File: src/rtl/iter_div.sv
// ---------------------------------------------------------------------------
// iter_div -- iterative restoring divider, one quotient bit per clock.
//
// A request is taken in IDLE, the magnitudes are divided MSB first over
// WIDTH cycles in CALC, and FIX applies the truncating-division signs and
// publishes the results together with a one-cycle done pulse.
//
// Ports
//   clock        single rising-edge clock
//   reset_n      asynchronous active-low reset
//   start        divide request, only looked at in IDLE
//   is_signed    1 = two's-complement operands, 0 = unsigned (taken with start)
//   dividend     numerator (taken with start)
//   divisor      denominator (taken with start)
//   busy         high in CALC and FIX
//   done         one-cycle pulse when quotient/remainder/div_by_zero update
//   quotient     registered quotient
//   remainder    registered remainder
//   div_by_zero  registered flag, set with the results of a zero-divisor request
//
// States
//   IDLE | waiting for start; results held
//   CALC | one shift-subtract step per cycle, WIDTH steps
//   FIX  | sign correction, results registered, done pulsed
// ---------------------------------------------------------------------------
module iter_div #(
  parameter int WIDTH = 32
) (
  input  logic             clock,
  input  logic             reset_n,
  input  logic             start,
  input  logic             is_signed,
  input  logic [WIDTH-1:0] dividend,
  input  logic [WIDTH-1:0] divisor,
  output logic             busy,
  output logic             done,
  output logic [WIDTH-1:0] quotient,
  output logic [WIDTH-1:0] remainder,
  output logic             div_by_zero
);

  localparam int CW = $clog2(WIDTH + 1);

  typedef enum logic [1:0] {
    IDLE = 2'd0,
    CALC = 2'd1,
    FIX  = 2'd2
  } state_t;

  state_t           state_q, state_d;
  logic [CW-1:0]    cnt_q, cnt_d;
  logic [WIDTH-1:0] rem_q, rem_d;
  logic [WIDTH-1:0] quo_q, quo_d;
  logic [WIDTH-1:0] dvs_q, dvs_d;
  logic             neg_quo_q, neg_quo_d;
  logic             neg_rem_q, neg_rem_d;
  logic             dbz_q, dbz_d;
  logic             done_q, done_d;
  logic [WIDTH-1:0] quotient_q, quotient_d;
  logic [WIDTH-1:0] remainder_q, remainder_d;
  logic             div_by_zero_q, div_by_zero_d;

  logic [WIDTH:0]   shifted;
  logic [WIDTH:0]   diff;
  logic             ge;
  logic [WIDTH-1:0] abs_dividend;
  logic [WIDTH-1:0] abs_divisor;

  // Partial remainder shifted left by one with the next dividend bit brought in.
  assign shifted = {rem_q, quo_q[WIDTH-1]};
  assign diff    = shifted - {1'b0, dvs_q};
  // A set top bit means shifted >= 2^WIDTH, which always exceeds the divisor;
  // otherwise the subtraction borrow decides.
  assign ge      = shifted[WIDTH] | ~diff[WIDTH];

  assign abs_dividend = (is_signed && dividend[WIDTH-1]) ? -dividend : dividend;
  assign abs_divisor  = (is_signed && divisor[WIDTH-1])  ? -divisor  : divisor;

  always_comb begin
    state_d       = state_q;
    cnt_d         = cnt_q;
    rem_d         = rem_q;
    quo_d         = quo_q;
    dvs_d         = dvs_q;
    neg_quo_d     = neg_quo_q;
    neg_rem_d     = neg_rem_q;
    dbz_d         = dbz_q;
    done_d        = 1'b0;
    quotient_d    = quotient_q;
    remainder_d   = remainder_q;
    div_by_zero_d = div_by_zero_q;

    case (state_q)
      IDLE: begin
        if (start) begin
          neg_quo_d = is_signed & (dividend[WIDTH-1] ^ divisor[WIDTH-1]);
          neg_rem_d = is_signed & dividend[WIDTH-1];
          if (divisor == '0) begin
            dbz_d   = 1'b1;
            quo_d   = '1;
            rem_d   = dividend;
            state_d = FIX;
          end else begin
            dbz_d   = 1'b0;
            quo_d   = abs_dividend;
            dvs_d   = abs_divisor;
            rem_d   = '0;
            cnt_d   = CW'(WIDTH);
            state_d = CALC;
          end
        end
      end

      CALC: begin
        rem_d = ge ? diff[WIDTH-1:0] : shifted[WIDTH-1:0];
        quo_d = {quo_q[WIDTH-2:0], ge};
        cnt_d = cnt_q - CW'(1);
        if (cnt_q == CW'(1)) begin
          state_d = FIX;
        end
      end

      FIX: begin
        if (dbz_q) begin
          quotient_d    = quo_q;
          remainder_d   = rem_q;
          div_by_zero_d = 1'b1;
        end else begin
          quotient_d    = neg_quo_q ? -quo_q : quo_q;
          remainder_d   = neg_rem_q ? -rem_q : rem_q;
          div_by_zero_d = 1'b0;
        end
        done_d  = 1'b1;
        state_d = IDLE;
      end

      default: state_d = IDLE;
    endcase
  end

  always_ff @(posedge clock or negedge reset_n) begin
    if (!reset_n) begin
      state_q       <= IDLE;
      cnt_q         <= '0;
      rem_q         <= '0;
      quo_q         <= '0;
      dvs_q         <= '0;
      neg_quo_q     <= 1'b0;
      neg_rem_q     <= 1'b0;
      dbz_q         <= 1'b0;
      done_q        <= 1'b0;
      quotient_q    <= '0;
      remainder_q   <= '0;
      div_by_zero_q <= 1'b0;
    end else begin
      state_q       <= state_d;
      cnt_q         <= cnt_d;
      rem_q         <= rem_d;
      quo_q         <= quo_d;
      dvs_q         <= dvs_d;
      neg_quo_q     <= neg_quo_d;
      neg_rem_q     <= neg_rem_d;
      dbz_q         <= dbz_d;
      done_q        <= done_d;
      quotient_q    <= quotient_d;
      remainder_q   <= remainder_d;
      div_by_zero_q <= div_by_zero_d;
    end
  end

  assign busy        = (state_q != IDLE);
  assign done        = done_q;
  assign quotient    = quotient_q;
  assign remainder   = remainder_q;
  assign div_by_zero = div_by_zero_q;

endmodule

File: config.mk
export PLATFORM = sky130hd
export DESIGN_NAME = iter_div
export DESIGN_NICKNAME = d
export VERILOG_FILES = /design/src/rtl/iter_div.sv
export SDC_FILE = /design/constraint.sdc
export NUM_CORES = 1
export LEC_CHECK = 0
export ABC_AREA = 1
export CORE_ASPECT_RATIO = 0.8
export CORE_MARGIN = 2
export CORE_UTILIZATION = 40
export DETAILED_ROUTE_END_ITERATION = 12
export GPL_ROUTABILITY_DRIVEN = 0
export SLEW_MARGIN = 15
export SYNTH_ARGS = -nofsm -noshare
export SYNTH_HDL_FRONTEND = slang
export SYNTH_SLANG_ARGS = --single-unit
File: constraint.sdc
create_clock -name clock -period 3.1 [get_ports clock]
set_input_delay 0.465 -clock clock [delete_from_list [all_inputs] [get_ports clock]]
set_output_delay 0.465 -clock clock [all_outputs]
set_load 0.01 [all_outputs]
* Yosys cells after proc, flatten, opt, wreduce, memory -nomap -nowiden
Cells that the tools add are included.
** Operators by class
- Equal/unequal tests :: 6
- Mux-type cells :: 23
- Reductions and logical operators :: 11
- Add/subtract/negate cells :: 6
- Bitwise operators :: 6
** Operator list (count)
- 2-to-1 mux 32 bit :: 11
- negation 32 bit :: 4
- case mux 32 bit (2 select lines) :: 2
- subtractor 33 x 32 -> 33 bit :: 1
- zero test 32 bit :: 1
- 2-to-1 mux 6 bit :: 2
- case mux 6 bit (2 select lines) :: 1
- equality test 6 x 1 -> 1 bit (second input constant) :: 1
- 2-to-1 mux 2 bit :: 3
- inequality test 2 bit (second input constant) :: 3
- AND reduction 2 bit :: 3
- AND reduction 3 bit :: 2
- subtractor 6 x 1 -> 6 bit (second input constant) :: 1
- case mux 2 bit (2 select lines) :: 1
- nonzero test 2 bit :: 2
- 2-to-1 mux 1 bit :: 3
- bitwise AND 1 bit :: 2
- equality test 2 x 1 -> 1 bit (second input constant) :: 1
- equality test 2 bit (second input constant) :: 1
- logical AND 1 bit :: 2
- zero test 2 bit :: 1
- inverter 1 bit :: 2
- OR 1 bit :: 1
- bitwise XOR 1 bit :: 1
** Word-level totals
- Bits of input ports :: 68
- Flip-flop bits (word level) :: 173
- Output and inout port bits :: 67

* Longest topological paths before layout
- Word-level depth :: 5
- Mapped depth :: 18
- Depth with buffers taken out :: 18

* Least setup slack after synthesis
No wires, ideal clock.
- Path kind :: register -> register
- From :: register quo_q[31]
- To :: register rem_q[28]
- Cell stages (with the launch flop) :: 19
- Buffers on the path :: 1
- Setup slack :: 0.906 ns
- Data arrival time :: 2.078 ns
- Library setup time :: 0.117 ns
- Cell sequence :: dfrtp_1 > inv_1 > ha_1 > fa_1 > inv_1 > nand2_1 > nand2_1 > nand3_1 > nand2_1 > nand2_1 > nand2_1 > nand2_2 > nand2_1 > nor2_2 > buf_6 > a21oi_1 > nand2_1 > nand2_1 > nand2_1
** Between the ends
- Longest elaborated chain between the ends :: 5
** Ends and longest elaborated chain
- from (decl) :: RTL line 53 : logic [WIDTH-1:0] quo_q, quo_d;
- from (signal assigned) :: RTL line 159 : quo_q <= quo_d;
- subtractor 33 x 32 -> 33 bit * :: RTL line 71 : assign diff = shifted - {1'b0, dvs_q};
- inverter 1 bit :: RTL line 74 : assign ge = shifted[WIDTH] | ~diff[WIDTH];
- OR 1 bit :: RTL line 74
- 2-to-1 mux 32 bit * :: RTL line 115 : rem_d = ge ? diff[WIDTH-1:0] : shifted[WIDTH-1:0];
- case mux 32 bit (2 select lines) * :: RTL line 93 : case (state_q)
- to (signal assigned) :: RTL line 158 : rem_q <= rem_d;
- to (decl) :: RTL line 52 : logic [WIDTH-1:0] rem_q, rem_d;
Every way passes the cells marked *; elsewhere a longest branch is shown, timed or not.
A chain may end at the register's enable or synchronous reset.

* Final worst setup path
- From :: register quo_q[31]
- To :: register rem_q[22]
Same word-level chain as after synthesis.

==> results.yml <==
floorplan:
  die_h_um: 167
  initial_core_util_pct: 40.7
  core.rowCount: 59
  dieArea_mm2: 0.0346
  die_x_um: 207
  pin_count: 135
  core_mm2: 0.0326
yosys:
  synth_cell_types: 45
  syn_area_mm2: 0.0132
  netlist_instances: 2051
  ys_warn_count: 0
  synth_area_leader_cell: "dfrtp_1"
  synth_area_per_cell_um2: 6.46
  synth_async_sr_flop_share_pct: 100
  synth_edf_count: 0
  synth_fp_nets: 2158
  ys_seq_area_share_pct: 32.7
  ys_ff_latch: 173
  synth.top_cell.area_share_pct: 32.7
  synthFlopType: "dfrtp_1"
  synthTopCellsByArea: "dfrtp_1 (33%), nand2_1 (17%), inv_1 (8.0%)"
placement:
  io_buffers: 134
  dpl-instance-area_mm2: 0.0152
  dp_hpwl_um: 34900
  dp_worst_setup_slack_ns: 0.364
routing:
  wl_um: 43700
  via_count: 13900
  avgRoutedWirePerCell_um: 16.6
  drt_iter0_markers: 1543
  vias_per_cell: 5.27
  drc: 0
  drtPass1Iterations: 6
  ant_nets: 0
sta:
  slew_headroom_pct: 48.5
  hold_ws_ns: -0.0173
  drv_slew: 0
  finalSetupTns_ns: 0
  clock_skew_ns: 0.0134
  fmax_mhz: 361
  final.min_clock_period_ns: 2.77
  timing.final.ws_setup_ns: 0.327
  setup_viol_count_final: 0
  grt_setup_unrepaired: "false"
  worst_pin_slew_ns: 0.772
  period_share_pct: 89.5
  finalHoldViolCount: 11
grt:
  grt_pass1_wl_um: 70200
  grt_pass1_vias: 12700
  grtUsageTotal_pct: 25.4
  grt_start_max_net_pins: 65
  antenna_found_initial: 0
  grt.overflow.total: 0
clock_tree:
  cts_hold_buf: 0
  cts.sinks: 173
  cts_tree: "built"
  htree_levels: 4
  cts_resized: 0
  cts_setup_buffers: 0
  cts_made_buffers: 17
  clk_latency_ns: 0.45
  cts.clk_slew.worst_paths_ns: 0.07
  clock-root-buffer: "clkbuf_16"
  clock_path_buffers: 2
worst_setup_path:
  r2r_cells: 17
  slowest_delay_ns: 0.45
  crit_top_cell: "nand2_1"
  critPathCaptureType: "flip-flop"
  required_ns: 3.48
  crit_chain: "inv_1, ha_1, fa_1, inv_1, nand2_1, nand2_1, nand3_1, nand2_1, nand2_1, nand2_1, nand2_2, nand3_4, buf_4, nand3_1, nand3_1, nand2_1, nand2_1"
  r2r_slack_ns: 0.33
  arrival_ns: 3.15
  crit_path_start_kind: "flip-flop"
  crit_slowest_cell: "fa_1"
  timing.critical_path.fanout_max: 15
  reg2reg_from: "quo_q[31]$_DFFE_PN0P_"
  critPathKind: "flip-flop to flip-flop"
  path_buf_inv: 3
  r2r_end: "rem_q[22]$_DFFE_PN0P_"
  critPathTopFamily: "simple AND/OR/NAND/NOR gates"
layout:
  layout.nets: 2299
  num-fill-cells: 3359
  drive_gt1_share_pct: 6.49
  area_growth_pct: 19.2
  final_area_mm2: 0.0158
  diodes: 0
outcome:
  violations: "hold timing"
  status: "complete, but fails checks"
pwr:
  finalPower_mw: 18.4
  vdd.ir_drop.worst_uv: 478
  p_leak_nw: 7.87
  p_per_area_mw_per_mm2: 1170
job:
  maxCapViolations: 0
worst_hold_path:
  hold_path_class: "primary input to asynchronous set/reset pin"
## cells in the mapped netlist (4+ instances only)
cell,n
nand2_1,597
inv_1,281
o21ai_0,195
nor2_1,187
nand3_1,176
dfrtp_1,173
a21oi_1,79
xor2_1,69
clkbuf_1,44
nand4_1,43
ha_1,38
nor3_1,24
or2_2,12
a31oi_1,10
nor2_2,10
o211ai_1,10
o21ai_1,10
buf_2,9
nand2_2,9
nand3b_1,9
inv_2,8
buf_6,6
o31ai_1,6
xnor2_1,6
o21bai_1,5
nor3_2,4
nor4_1,4
## through the flow
step           std cells  utilization [%]
2_1_floorplan       2051                -
3_3_place_gp        2600             46.8
3_5_place_dp        2600             46.8
4_1_cts             2632             48.5
5_1_grt             2632             48.5
6_report            2632             48.5
## worst register-to-register path, stage by stage, from the launching register on
cell and delay [ns]:
dfrtp_1 0.40, inv_1 0.09, ha_1 0.28, fa_1 0.46, inv_1 0.10, nand2_1 0.06
nand2_1 0.07, nand3_1 0.06, nand2_1 0.13, nand2_1 0.07, nand2_1 0.12, nand2_2 0.09
nand3_4 0.14, buf_4 0.26, nand3_1 0.15, nand3_1 0.10, nand2_1 0.06, nand2_1 0.07
## where the power goes
part,switching (mW),total [mW],internal [mW],leakage [nW]
Sequential,0.861,4.21,3.35,2.16
Combinational,7.76,12.1,4.33,5.45
Clock,1.00,2.10,1.10,0.271
Total,9.63,18.4,8.77,7.87
## registers in the layout (all words and copies together) (netlist names), 2 cells and up
| name | cells |
|---|---|
| quotient | 32 |
| dvs_q | 32 |
| rem_q | 32 |
| remainder | 32 |
| cnt_q | 6 |
| quo_q | 32 |
| state_q | 2 |
## worst max path at each step
| stage | to | depth (start not counted) | slack (ns) | from |
|---|---|---|---|---|
| after floorplan | rem_q[28]$_DFFE_PN0P_ | 18 | 0.91 | quo_q[31]$_DFFE_PN0P_ |
| after global placement | dvs_q[26]$_DFFE_PN0P_ | 12 | 0.39 | divisor[1] |
| after detailed placement | dvs_q[26]$_DFFE_PN0P_ | 12 | 0.36 | divisor[0] |
| after CTS | rem_q[22]$_DFFE_PN0P_ | 17 | 0.35 | quo_q[31]$_DFFE_PN0P_ |
| after global routing | rem_q[22]$_DFFE_PN0P_ | 17 | 0.11 | quo_q[31]$_DFFE_PN0P_ |
| final | rem_q[22]$_DFFE_PN0P_ | 17 | 0.33 | quo_q[31]$_DFFE_PN0P_ |
## area by class of cell
cell class | count | area [µm²] | share of cell area, %
clock buffers | 21 | 470 | 2.98
clock inverters | 11 | 82.6 | 0.523
inverters | 290 | 1090 | 6.89
multi-input cells | 1524 | 7530 | 47.7
flip-flops and latches | 173 | 4330 | 27.4
well taps | 427 | 534 | 3.38
repair buffers | 186 | 1760 | 11.1
## layout by cell type, fill, tap and decap left out, types with 4 or more instances in the layout
cell type	count
nor2_2	12
o21ai_0	195
o31ai_1	6
nor3_2	4
buf_4	50
inv_2	10
o21ai_1	10
xnor2_1	6
a21oi_1	79
inv_1	279
nand3_1	176
nand4_1	43
nand3b_1	9
inv_6	4
or2_2	12
o21bai_1	5
ha_1	38
clkbuf_16	17
clkdlybuf4s50_1	133
xor2_1	69
nor4_1	4
nand2_1	597
nand2_2	9
o211ai_1	10
dfrtp_1	173
a31oi_1	9
nor3_1	24
nor2_1	185
## logic make-up (layout without fill, tap and decap cells)
logic type / count (synthesis) / count (layout) / synth area share, %
fa+ha+maj: 39 / 39 / 3.74
flops: 173 / 173 / 32.7
buf+inv: 354 / 508 / 10.5
simple gates: 1086 / 1086 / 35.0
compound gates: 324 / 324 / 13.0
xor+xnor: 75 / 75 / 4.96
## metal layers
layer,vias up,track usage [%],share of wire [%]
met3,31,4.47,7.8
li1,6870,-,-
met1,6461,38.6,49
met2,507,37.9,42
met4,0,4.63,1.3
met5,-,0,0
Note: power is estimated with default switching activity, not from simulation.
